$ cat config.mk
export PLATFORM = sky130hd
export DESIGN_NAME = gray_counter_bank
export DESIGN_NICKNAME = d
export VERILOG_FILES = /design/src/rtl/gray_counter_bank.sv
export SDC_FILE = /design/constraint.sdc
export NUM_CORES = 1
export LEC_CHECK = 0
export CAP_MARGIN = 20
export CELL_PAD_IN_SITES_DETAIL_PLACEMENT = 0
export CELL_PAD_IN_SITES_GLOBAL_PLACEMENT = 2
export CORE_ASPECT_RATIO = 0.7
export CORE_MARGIN = 2
export CORE_UTILIZATION = 33
export DETAILED_ROUTE_END_ITERATION = 8
export PLACE_DENSITY_LB_ADDON = 0.12
export SYNTH_ARGS = -nofsm -noshare
export SYNTH_HDL_FRONTEND = slang
export SYNTH_SLANG_ARGS = --single-unit
$ cat constraint.sdc
create_clock -name CLK -period 4.3 [get_ports CLK]
set_input_delay 1.29 -clock CLK [delete_from_list [all_inputs] [get_ports CLK]]
set_output_delay 1.29 -clock CLK [all_outputs]
set_load 0.01 [all_outputs]
$ cat src/rtl/gray_counter_bank.sv
// gray_counter_bank: CHANNELS independent WIDTH-bit Gray-coded counters.
// Each channel supports increment, decrement, binary load and Gray load.
// Value changes are queued in a 2-entry notification FIFO and presented on
// the indication interface with ENA/RDY handshake.
//
// Ports:
//   CLK, nRST                    clock, synchronous active-low reset
//   request_*__ENA               mutating methods (writeGray > writeBin > inc > dec)
//   request_op_ch / request_op_v target channel / write data
//   request_op__RDY              shared accept for mutating methods
//   request_readSel              channel for combinational reads
//   request_readBin/readGray     selected channel value (0 when out of range)
//   request_read__RDY            always 1
//   indication_value_ENA/ch/v    FIFO head
//   indication_value__RDY        consumer pops the head

package gray_counter_bank_pkg;
  typedef enum logic [1:0] {OP_INC, OP_DEC, OP_WBIN, OP_WGRAY} op_e;
endpackage

// One channel: Gray storage, binary decode and next-value arithmetic.
module gray_counter_lane
  import gray_counter_bank_pkg::*;
#(
  parameter int WIDTH    = 4,
  parameter int SATURATE = 0
) (
  input  logic             CLK,
  input  logic             nRST,
  input  logic             we,
  input  op_e              op,
  input  logic [WIDTH-1:0] wdata,
  output logic [WIDTH-1:0] gray,
  output logic [WIDTH-1:0] bin,
  output logic [WIDTH-1:0] bin_nxt,
  output logic             chg
);
  localparam logic [WIDTH-1:0] MAXV = '1;

  logic [WIDTH-1:0] gray_q;
  logic [WIDTH-1:0] wgray_bin;

  // Prefix XOR from the MSB down turns Gray into binary.
  always_comb begin
    bin       = '0;
    wgray_bin = '0;
    bin[WIDTH-1]       = gray_q[WIDTH-1];
    wgray_bin[WIDTH-1] = wdata[WIDTH-1];
    for (int i = WIDTH-2; i >= 0; i--) begin
      bin[i]       = bin[i+1] ^ gray_q[i];
      wgray_bin[i] = wgray_bin[i+1] ^ wdata[i];
    end
  end

  always_comb begin
    bin_nxt = bin;
    unique case (op)
      OP_INC:   bin_nxt = (SATURATE != 0 && bin == MAXV) ? bin : bin + 1'b1;
      OP_DEC:   bin_nxt = (SATURATE != 0 && bin == '0)   ? bin : bin - 1'b1;
      OP_WBIN:  bin_nxt = wdata;
      OP_WGRAY: bin_nxt = wgray_bin;
      default:  bin_nxt = bin;
    endcase
  end

  assign chg  = (bin_nxt != bin);
  assign gray = gray_q;

  always_ff @(posedge CLK) begin
    if (!nRST)   gray_q <= '0;
    else if (we) gray_q <= bin_nxt ^ (bin_nxt >> 1);
  end
endmodule

module gray_counter_bank
  import gray_counter_bank_pkg::*;
#(
  parameter int WIDTH    = 4,
  parameter int CHANNELS = 4,
  parameter int CHW      = 2,
  parameter int SATURATE = 0,
  parameter int NOTIFY   = 1
) (
  input  logic             CLK,
  input  logic             nRST,
  input  logic             request_increment__ENA,
  input  logic             request_decrement__ENA,
  input  logic             request_writeBin__ENA,
  input  logic             request_writeGray__ENA,
  input  logic [CHW-1:0]   request_op_ch,
  input  logic [WIDTH-1:0] request_op_v,
  output logic             request_op__RDY,
  input  logic [CHW-1:0]   request_readSel,
  output logic [WIDTH-1:0] request_readBin,
  output logic [WIDTH-1:0] request_readGray,
  output logic             request_read__RDY,
  output logic             indication_value__ENA,
  output logic [CHW-1:0]   indication_value_ch,
  output logic [WIDTH-1:0] indication_value_v,
  input  logic             indication_value__RDY
);
  op_e                               op;
  logic                              op_any, accept, ch_ok, push, pop, full;
  logic [CHANNELS-1:0]               we;
  logic [CHANNELS-1:0][WIDTH-1:0]    lane_gray, lane_bin, lane_nxt;
  logic [CHANNELS-1:0]               lane_chg;
  logic [WIDTH-1:0]                  sel_nxt;
  logic                              sel_chg;

  logic [1:0][CHW-1:0]               fifo_ch;
  logic [1:0][WIDTH-1:0]             fifo_v;
  logic                              rd_ptr, wr_ptr;
  logic [1:0]                        count;

  // Lower-priority simultaneous requests simply lose the encode.
  always_comb begin
    op = OP_DEC;
    if (request_writeGray__ENA)      op = OP_WGRAY;
    else if (request_writeBin__ENA)  op = OP_WBIN;
    else if (request_increment__ENA) op = OP_INC;
  end

  assign op_any = request_writeGray__ENA | request_writeBin__ENA |
                  request_increment__ENA | request_decrement__ENA;
  assign full   = (count == 2'd2);
  assign request_op__RDY   = (NOTIFY != 0) ? !full : 1'b1;
  assign request_read__RDY = 1'b1;
  assign accept = op_any && request_op__RDY;
  assign ch_ok  = int'(request_op_ch) < CHANNELS;

  for (genvar i = 0; i < CHANNELS; i++) begin : g_lane
    assign we[i] = accept && (int'(request_op_ch) == i);
    gray_counter_lane #(.WIDTH(WIDTH), .SATURATE(SATURATE)) u_lane (
      .CLK     (CLK),
      .nRST    (nRST),
      .we      (we[i]),
      .op      (op),
      .wdata   (request_op_v),
      .gray    (lane_gray[i]),
      .bin     (lane_bin[i]),
      .bin_nxt (lane_nxt[i]),
      .chg     (lane_chg[i])
    );
  end

  // Channel muxes written as loops so out-of-range indices fall to 0.
  always_comb begin
    sel_nxt          = '0;
    sel_chg          = 1'b0;
    request_readBin  = '0;
    request_readGray = '0;
    for (int i = 0; i < CHANNELS; i++) begin
      if (int'(request_op_ch) == i) begin
        sel_nxt = lane_nxt[i];
        sel_chg = lane_chg[i];
      end
      if (int'(request_readSel) == i) begin
        request_readBin  = lane_bin[i];
        request_readGray = lane_gray[i];
      end
    end
  end

  // accept already implies a free slot when NOTIFY is set.
  assign push = (NOTIFY != 0) && accept && ch_ok && sel_chg;
  assign pop  = indication_value__ENA && indication_value__RDY;

  assign indication_value__ENA = (count != 2'd0);
  assign indication_value_ch   = fifo_ch[rd_ptr];
  assign indication_value_v    = fifo_v[rd_ptr];

  always_ff @(posedge CLK) begin
    if (!nRST) begin
      rd_ptr <= 1'b0;
      wr_ptr <= 1'b0;
      count  <= 2'd0;
    end else begin
      if (push) wr_ptr <= ~wr_ptr;
      if (pop)  rd_ptr <= ~rd_ptr;
      case ({push, pop})
        2'b10:   count <= count + 2'd1;
        2'b01:   count <= count - 2'd1;
        default: count <= count;
      endcase
    end
  end

  always_ff @(posedge CLK) begin
    if (push) begin
      fifo_ch[wr_ptr] <= request_op_ch;
      fifo_v[wr_ptr]  <= sel_nxt;
    end
  end
endmodule

# After elaboration in Yosys (flattened, before gate mapping)
# Index checks and enable logic that the tools add are counted.
[totals]
elab_cells = 112
inputBits = 15
register_bits = 32
[classes]
add_sub_neg = 10
bitwise_logic = 24
reduce_logical = 14
muxes = 34
eq_ne = 16
magnitude_cmp = 3
[ops]
columns = ["op", "count"]
rows = [
  ["one-hot mux 4 bit (4 select lines)", 4],
  ["two-way mux 4 bit", 15],
  ["adder 4 x 1 -> 4 bit (second input constant)", 4],
  ["equality test 2 bit (second input constant)", 8],
  ["inequality test 4 bit", 4],
  ["subtractor 4 x 1 -> 4 bit (second input constant)", 4],
  ["bitwise XOR 4 x 3 -> 4 bit", 4],
  ["bitwise XOR 1 bit", 15],
  ["two-way mux 2 bit", 5],
  ["bitwise mux 8 bit", 1],
  ["equality test 2 x 1 -> 1 bit (second input constant)", 4],
  ["logical AND 1 bit", 8],
  ["zero test 2 bit", 3],
  ["two-way mux 1 bit", 5],
  ["bitwise mux 4 bit", 1],
  ["demux 4 bit (select 1 bit)", 1],
  ["less-than comparator 1 x 2 -> 1 bit (second input constant)", 2],
  ["one-hot mux 2 bit (2 select lines)", 1],
  ["nonzero test 2 bit", 2],
  ["OR 1 bit", 3],
  ["adder 2 x 1 -> 2 bit (second input constant)", 1],
  ["demux 2 bit (select 1 bit)", 1],
  ["inverter 1 bit", 2],
  ["subtractor 2 x 1 -> 2 bit (second input constant)", 1],
  ["other kinds (2)", 2],
]

# Logic depth before layout (Yosys ltp)
# Gate-level depths: netlist of run 1.
[depth]
depth_word = 13
depth_mapped = 16

# Hierarchy
# Synthesis of run 1 repeated with hierarchy kept, for this count alone.
[hier_totals]
hier_cells = 330
area_unflattened_um2 = 3303.2
[modules_own_cells]
columns = ["mod", "seq_area_each_um2", "cells_each", "area_per_inst_um2", "n_inst"]
rows = [
  ["gray_counter_lane", 80.1, 65, 566.8, 4],
  ["gray_counter_bank", 440.4, 70, 1036.0, 1],
]

# Least setup slack after synthesis of run 1
# No wires, ideal clock.
[synth_path]
path_kind = "input to register"
from = "input port request_increment__ENA"
to = "register count[1]"
n_path_buf = 2
arrival_ns = 4.579
t_required_ns = 4.224
stages = 14
path_slack_ns = -0.355
setup_ns = 0.076
cell_sequence = "clkbuf_1 -> or3_1 -> clkbuf_1 -> inv_1 -> ha_1 -> and3_1 -> o41a_1 -> o21a_1 -> o211a_1 -> o2111ai_2 -> nand4_4 -> ha_1 -> or3_1 -> a21boi_0"
[synth_between]
elab_chain_cells = 13
word_cells_on_any_way = 27
classes_between = "9 x eq/ne; 12 x mux; 2 x bitwise; 4 x reduce/logical"
[synth_lines]
columns = ["item", "line_no", "rtl"]
rows = [
  ["from (decl)", "86", "input logic request_increment__ENA,"],
  ["two-way mux 1 bit", "120", "else if (request_increment__ENA) op = OP_INC;"],
  ["two-way mux 2 bit", "119", "else if (request_writeBin__ENA) op = OP_WBIN;"],
  ["two-way mux 2 bit", "118", "if (request_writeGray__ENA) op = OP_WGRAY;"],
  ["equality test 2 bit (tied with other cells)", "57", "unique case (op)"],
  ["one-hot mux 4 bit (4 select lines)", "57", ""],
  ["inequality test 4 bit", "66", "assign chg = (bin_nxt != bin);"],
  ["two-way mux 1 bit (4 in series)", "153", "if (int'(request_op_ch) == i) begin"],
  ["logical AND 1 bit (*)", "165", "assign push = (NOTIFY != 0) && accept && ch_ok && sel_chg;"],
  ["equality test 2 x 1 -> 1 bit or equality test 2 bit (tied branches)", "180", "case ({push, pop})"],
  ["one-hot mux 2 bit (2 select lines) or nonzero test 2 bit (tied branches)", "n/a", ""],
  ["to (signal assigned)", "181", "2'b10: count <= count + 2'd1;"],
  ["to (signal assigned)", "182", "2'b01: count <= count - 2'd1;"],
  ["to (signal assigned)", "183", "default: count <= count;"],
  ["to (decl)", "113", "logic [1:0] count;"],
]
# Mark *: on every way between the ends. The rest lies on a longest branch, timed or not.
# A chain may end at the register's enable or synchronous reset.

# Final worst setup path of run 1
[layout_path]
from = "input port request_readSel[0]"
to = "output port request_readBin[1]"
[layout_between]
elab_chain_cells = 5
word_cells_on_any_way = 8
classes_between = "3 x eq/ne; 4 x mux; 1 x reduce/logical"
[layout_lines]
columns = ["item", "line_no", "rtl"]
rows = [
  ["from (decl)", "93", "input logic [CHW-1:0] request_readSel,"],
  ["zero test 2 bit", "157", "if (int'(request_readSel) == i) begin"],
  ["two-way mux 4 bit (3 in series)", "157", ""],
  ["two-way mux 4 bit (*)", "157", ""],
  ["to (decl)", "94", "output logic [WIDTH-1:0] request_readBin,"],
]
# Marks and branches as above.

==> results of run 1 <==
logic make-up after synthesis:
| group | count (synthesis) |
|---|---|
| and+or+nand+nor | 93 |
| AOI/OAI and AO/OA | 79 |
| xor gates and xnor gates | 46 |
| buffers and inverters | 33 |
| DFF | 32 |
| muxes | 28 |
| adders and majority gates | 5 |
| other | 1 |
metrics by stage:
step	worst slack, ns	area (um^2)	std cells	hold WS [ns]
2_1_floorplan	0.0112	3030	317	0.451
3_3_place_gp	-0.537	3720	492	0.459
3_5_place_dp	-0.545	3720	492	0.477
4_1_cts	0.0573	3940	504	0.484
5_1_grt	0.00697	3960	505	0.518
6_report	0.0775	3960	505	0.481
routing by layer:
layer,GRT usage,vias to the layer above,part of all wire
li1,-,1306,-
met1,0.299,1276,0.54
met2,0.262,59,0.41
met3,0.0403,6,0.043
met4,0.0131,0,0.0038
met5,0,-,0
path summary, 6_finish.rpt:
kind	slack, ns	depth (start not counted)	from	end
setup / recovery	0.08	4	request_readSel[0]	request_readBin[1]
setup reg to reg	0.48	13	g_lane[0].u_lane.gray[3]	count[1]
hold reg to reg	0.48	2	wr_ptr	wr_ptr
hold / removal	0.48	2	wr_ptr	wr_ptr
registers in the layout (all words and copies together), names as in the netlist:
name / cells
g_lane.u_lane.gray: 16
fifo_v: 8
fifo_ch: 4
count: 2
rd_ptr: 1
wr_ptr: 1
power breakdown:
part           total [mW]  leakage [nW]  switching (mW)  internal [mW]
registers           0.474         0.279          0.0688          0.405
clock network       0.352        0.0766           0.124          0.228
logic               0.959          1.21           0.456          0.503
cell usage in the layout (no fill, tap or decap), types with 3 or more instances in the layout:
cell and count:
mux2i_1 11, xnor2_1 12, or2_2 5, o21a_1 4
nor3b_1 3, nor3_1 12, clkdlybuf4s50_1 26, mux4_2 10
a31oi_1 3, o21ai_1 9, edfxtp_1 12, mux2_2 6
clkbuf_16 5, ha_1 3, nand2_1 18, clkbuf_2 3
nand3_1 5, or3_1 5, nor2_1 16, xor2_1 27
buf_4 56, a21boi_1 7, xor3_1 3, dfxtp_1 20
nand2b_1 3, a21oi_1 13, a221oi_1 4, o21ai_0 10
inv_1 5, nor2b_1 9
worst max-delay path, stage by stage:
cell and delay (ns):
clkdlybuf4s50_1 0.50, buf_12 0.14, mux4_2 0.50, clkdlybuf4s50_1 0.49
area by class of cell:
class | count | area, um^2 | share of cell area
Tap cell | 120 | 150 | 0.0379
Sequential cell | 32 | 761 | 0.192
Clock inverter | 2 | 10.0 | 0.00253
Timing Repair Buffer | 87 | 728 | 0.184
Inverter | 6 | 25.0 | 0.00632
Clock buffer | 6 | 139 | 0.0350
Multi-Input combinational cell | 252 | 2150 | 0.542
timing repair:
action | 4_1_cts | 5_1_grt
setup buffers | 4 | 1
gates resized for setup | 11 | 10
cloned | 0 | 0
pin swaps | 10 | 13
hold buffers | 0 | 0
setup endpoints to repair | 14 | 2
==> summary.txt, run 1 <==
Status
  • Status: finished clean

Clocking
  • Skew-Pair Late Insertion Delay: 0.27 ns
  • Num CTS Buffers: 5
  • TritonCTS clock tree: built
  • CTS clock-pin slew for the worst setup and hold paths: 0.05 ns
  • Max H-tree Level: 2
  • CTS sink count: 32
  • Clock tree buffer depth: 2
  • CTS root buffer: clkbuf_16

STA
  • Final Setup Violations: 0
  • Setup tns final: 0 ns
  • Final worst path period need: 4.22 ns
  • Normalized max-slew margin: 0.428
  • Achievable Freq: 237 MHz
  • Final Max Tran Viols: 0
  • Least-Margin Pin Slew: 0.856 ns
  • RSZ-0062 raised after global routing: false
  • Final Hold Viols: 0
  • Layout Skew: 0.00597 ns
  • Period utilization: 0.982

Floorplanning
  • I/O pin count: 32
  • Die area: 0.00982 mm^2
  • Core area: 0.00862 mm^2
  • Num rows: 28
  • Starting density of the core: 0.346
  • Chip Height: around 84 um
  • Die X: 118 um

Synthesis
  • Post-synthesis sequential area ratio: 0.255
  • FFs w/ async S/R, synth: 0
  • Compound-gate portion of the synthesized area: 0.188
  • Syn_nets: 337
  • Mapped Area: 0.00298 mm^2
  • Xor and xnor area share after synthesis: 0.163
  • Top cell type's share of synthesized area: 0.134
  • Syn_area_per_cell: 9.40 um^2
  • Seq cells post-synth: 32
  • Primary FF master, synth: dfxtp_1
  • Cells after synthesis: 317
  • Synth Area in Simple Gates: 0.173
  • Yosys top cell by area: dfxtp_1
  • Post-synth top cells: 27 x xor2_1, 20 x dfxtp_1, 18 x nand2_1
  • Synth unique cells: 70
  • Synth Warn #: 0
  • Multiplexer area fraction after synthesis: 0.140
  • Count leader, synth: xor2_1
  • Number of synthesized flops with an enable pin: 12
  • Top cells by area, synth: dfxtp_1 13%, edfxtp_1 12%, xor2_1 7.9%
  • Largest family of logic cells by synthesized area: compound AO/OA/AOI/OAI gates
  • Post-Synth Adder-Cell Area: 0.0210

Setup path
  • Type of destination of the critical path: output port
  • Worst Path Max Fanout: 7
  • Arr. time, crit path: around 3 ns
  • CP startpoint kind: input port
  • Critical Path RT: between 3 and 4 ns
  • Path type of the worst setup path: in -> out

Route
  • Vias/cell: roughly 5.2
  • DRC viols: 0
  • Detail Route Antenna Nets: 0
  • DR vias: 2,647
  • Routed WL: 8.96 mm
  • Initial drt markers: 135
  • Drt wl/cell: 17.8 um
  • DR pass1 iterations: 5

Final layout
  • Util after Layout: 0.460
  • Layout area overhead: 33.0%
  • Layout cells sized above 1: 0.294
  • # diodes: 0
  • # fillers: 839
  • # nets final: 404

Job
  • Max-cap violations: 0

Power
  • Cell Pwr Density: 450 mW/mm^2
  • Peak VDD IR: 0.241 mV
  • Power, Total: 1.78 mW
  • Leakage: 1.56 nW

Placed design
  • PortBufs: 30
  • GPL Wtd Cong: around 0.84
  • HPWL Detailed: 7.14 mm

Global routing
  • Tot GR Track Use: 0.186
  • Largest net degree at the start of global routing: 27
  • Overflow after GRT: 0
  • Initial antenna violation count: 0
  • Vias in the first global route: 2,540
  • Global-route wire length before repair: 14.3 mm

Hold path
  • Hold Path Class: reg -> reg
No activity file was read; power rests on OpenSTA's default activity.
==> inputs of run 2 (changes only) <==
--- a/config.mk
+++ b/config.mk
@@ -16,3 +16,4 @@
 export SYNTH_ARGS = -nofsm -noshare
 export SYNTH_HDL_FRONTEND = slang
 export SYNTH_SLANG_ARGS = --single-unit
+export TNS_END_PERCENT = 20
==> results of run 2 <==
No change in the layout: final DEF, timing and power equal those of run 1.
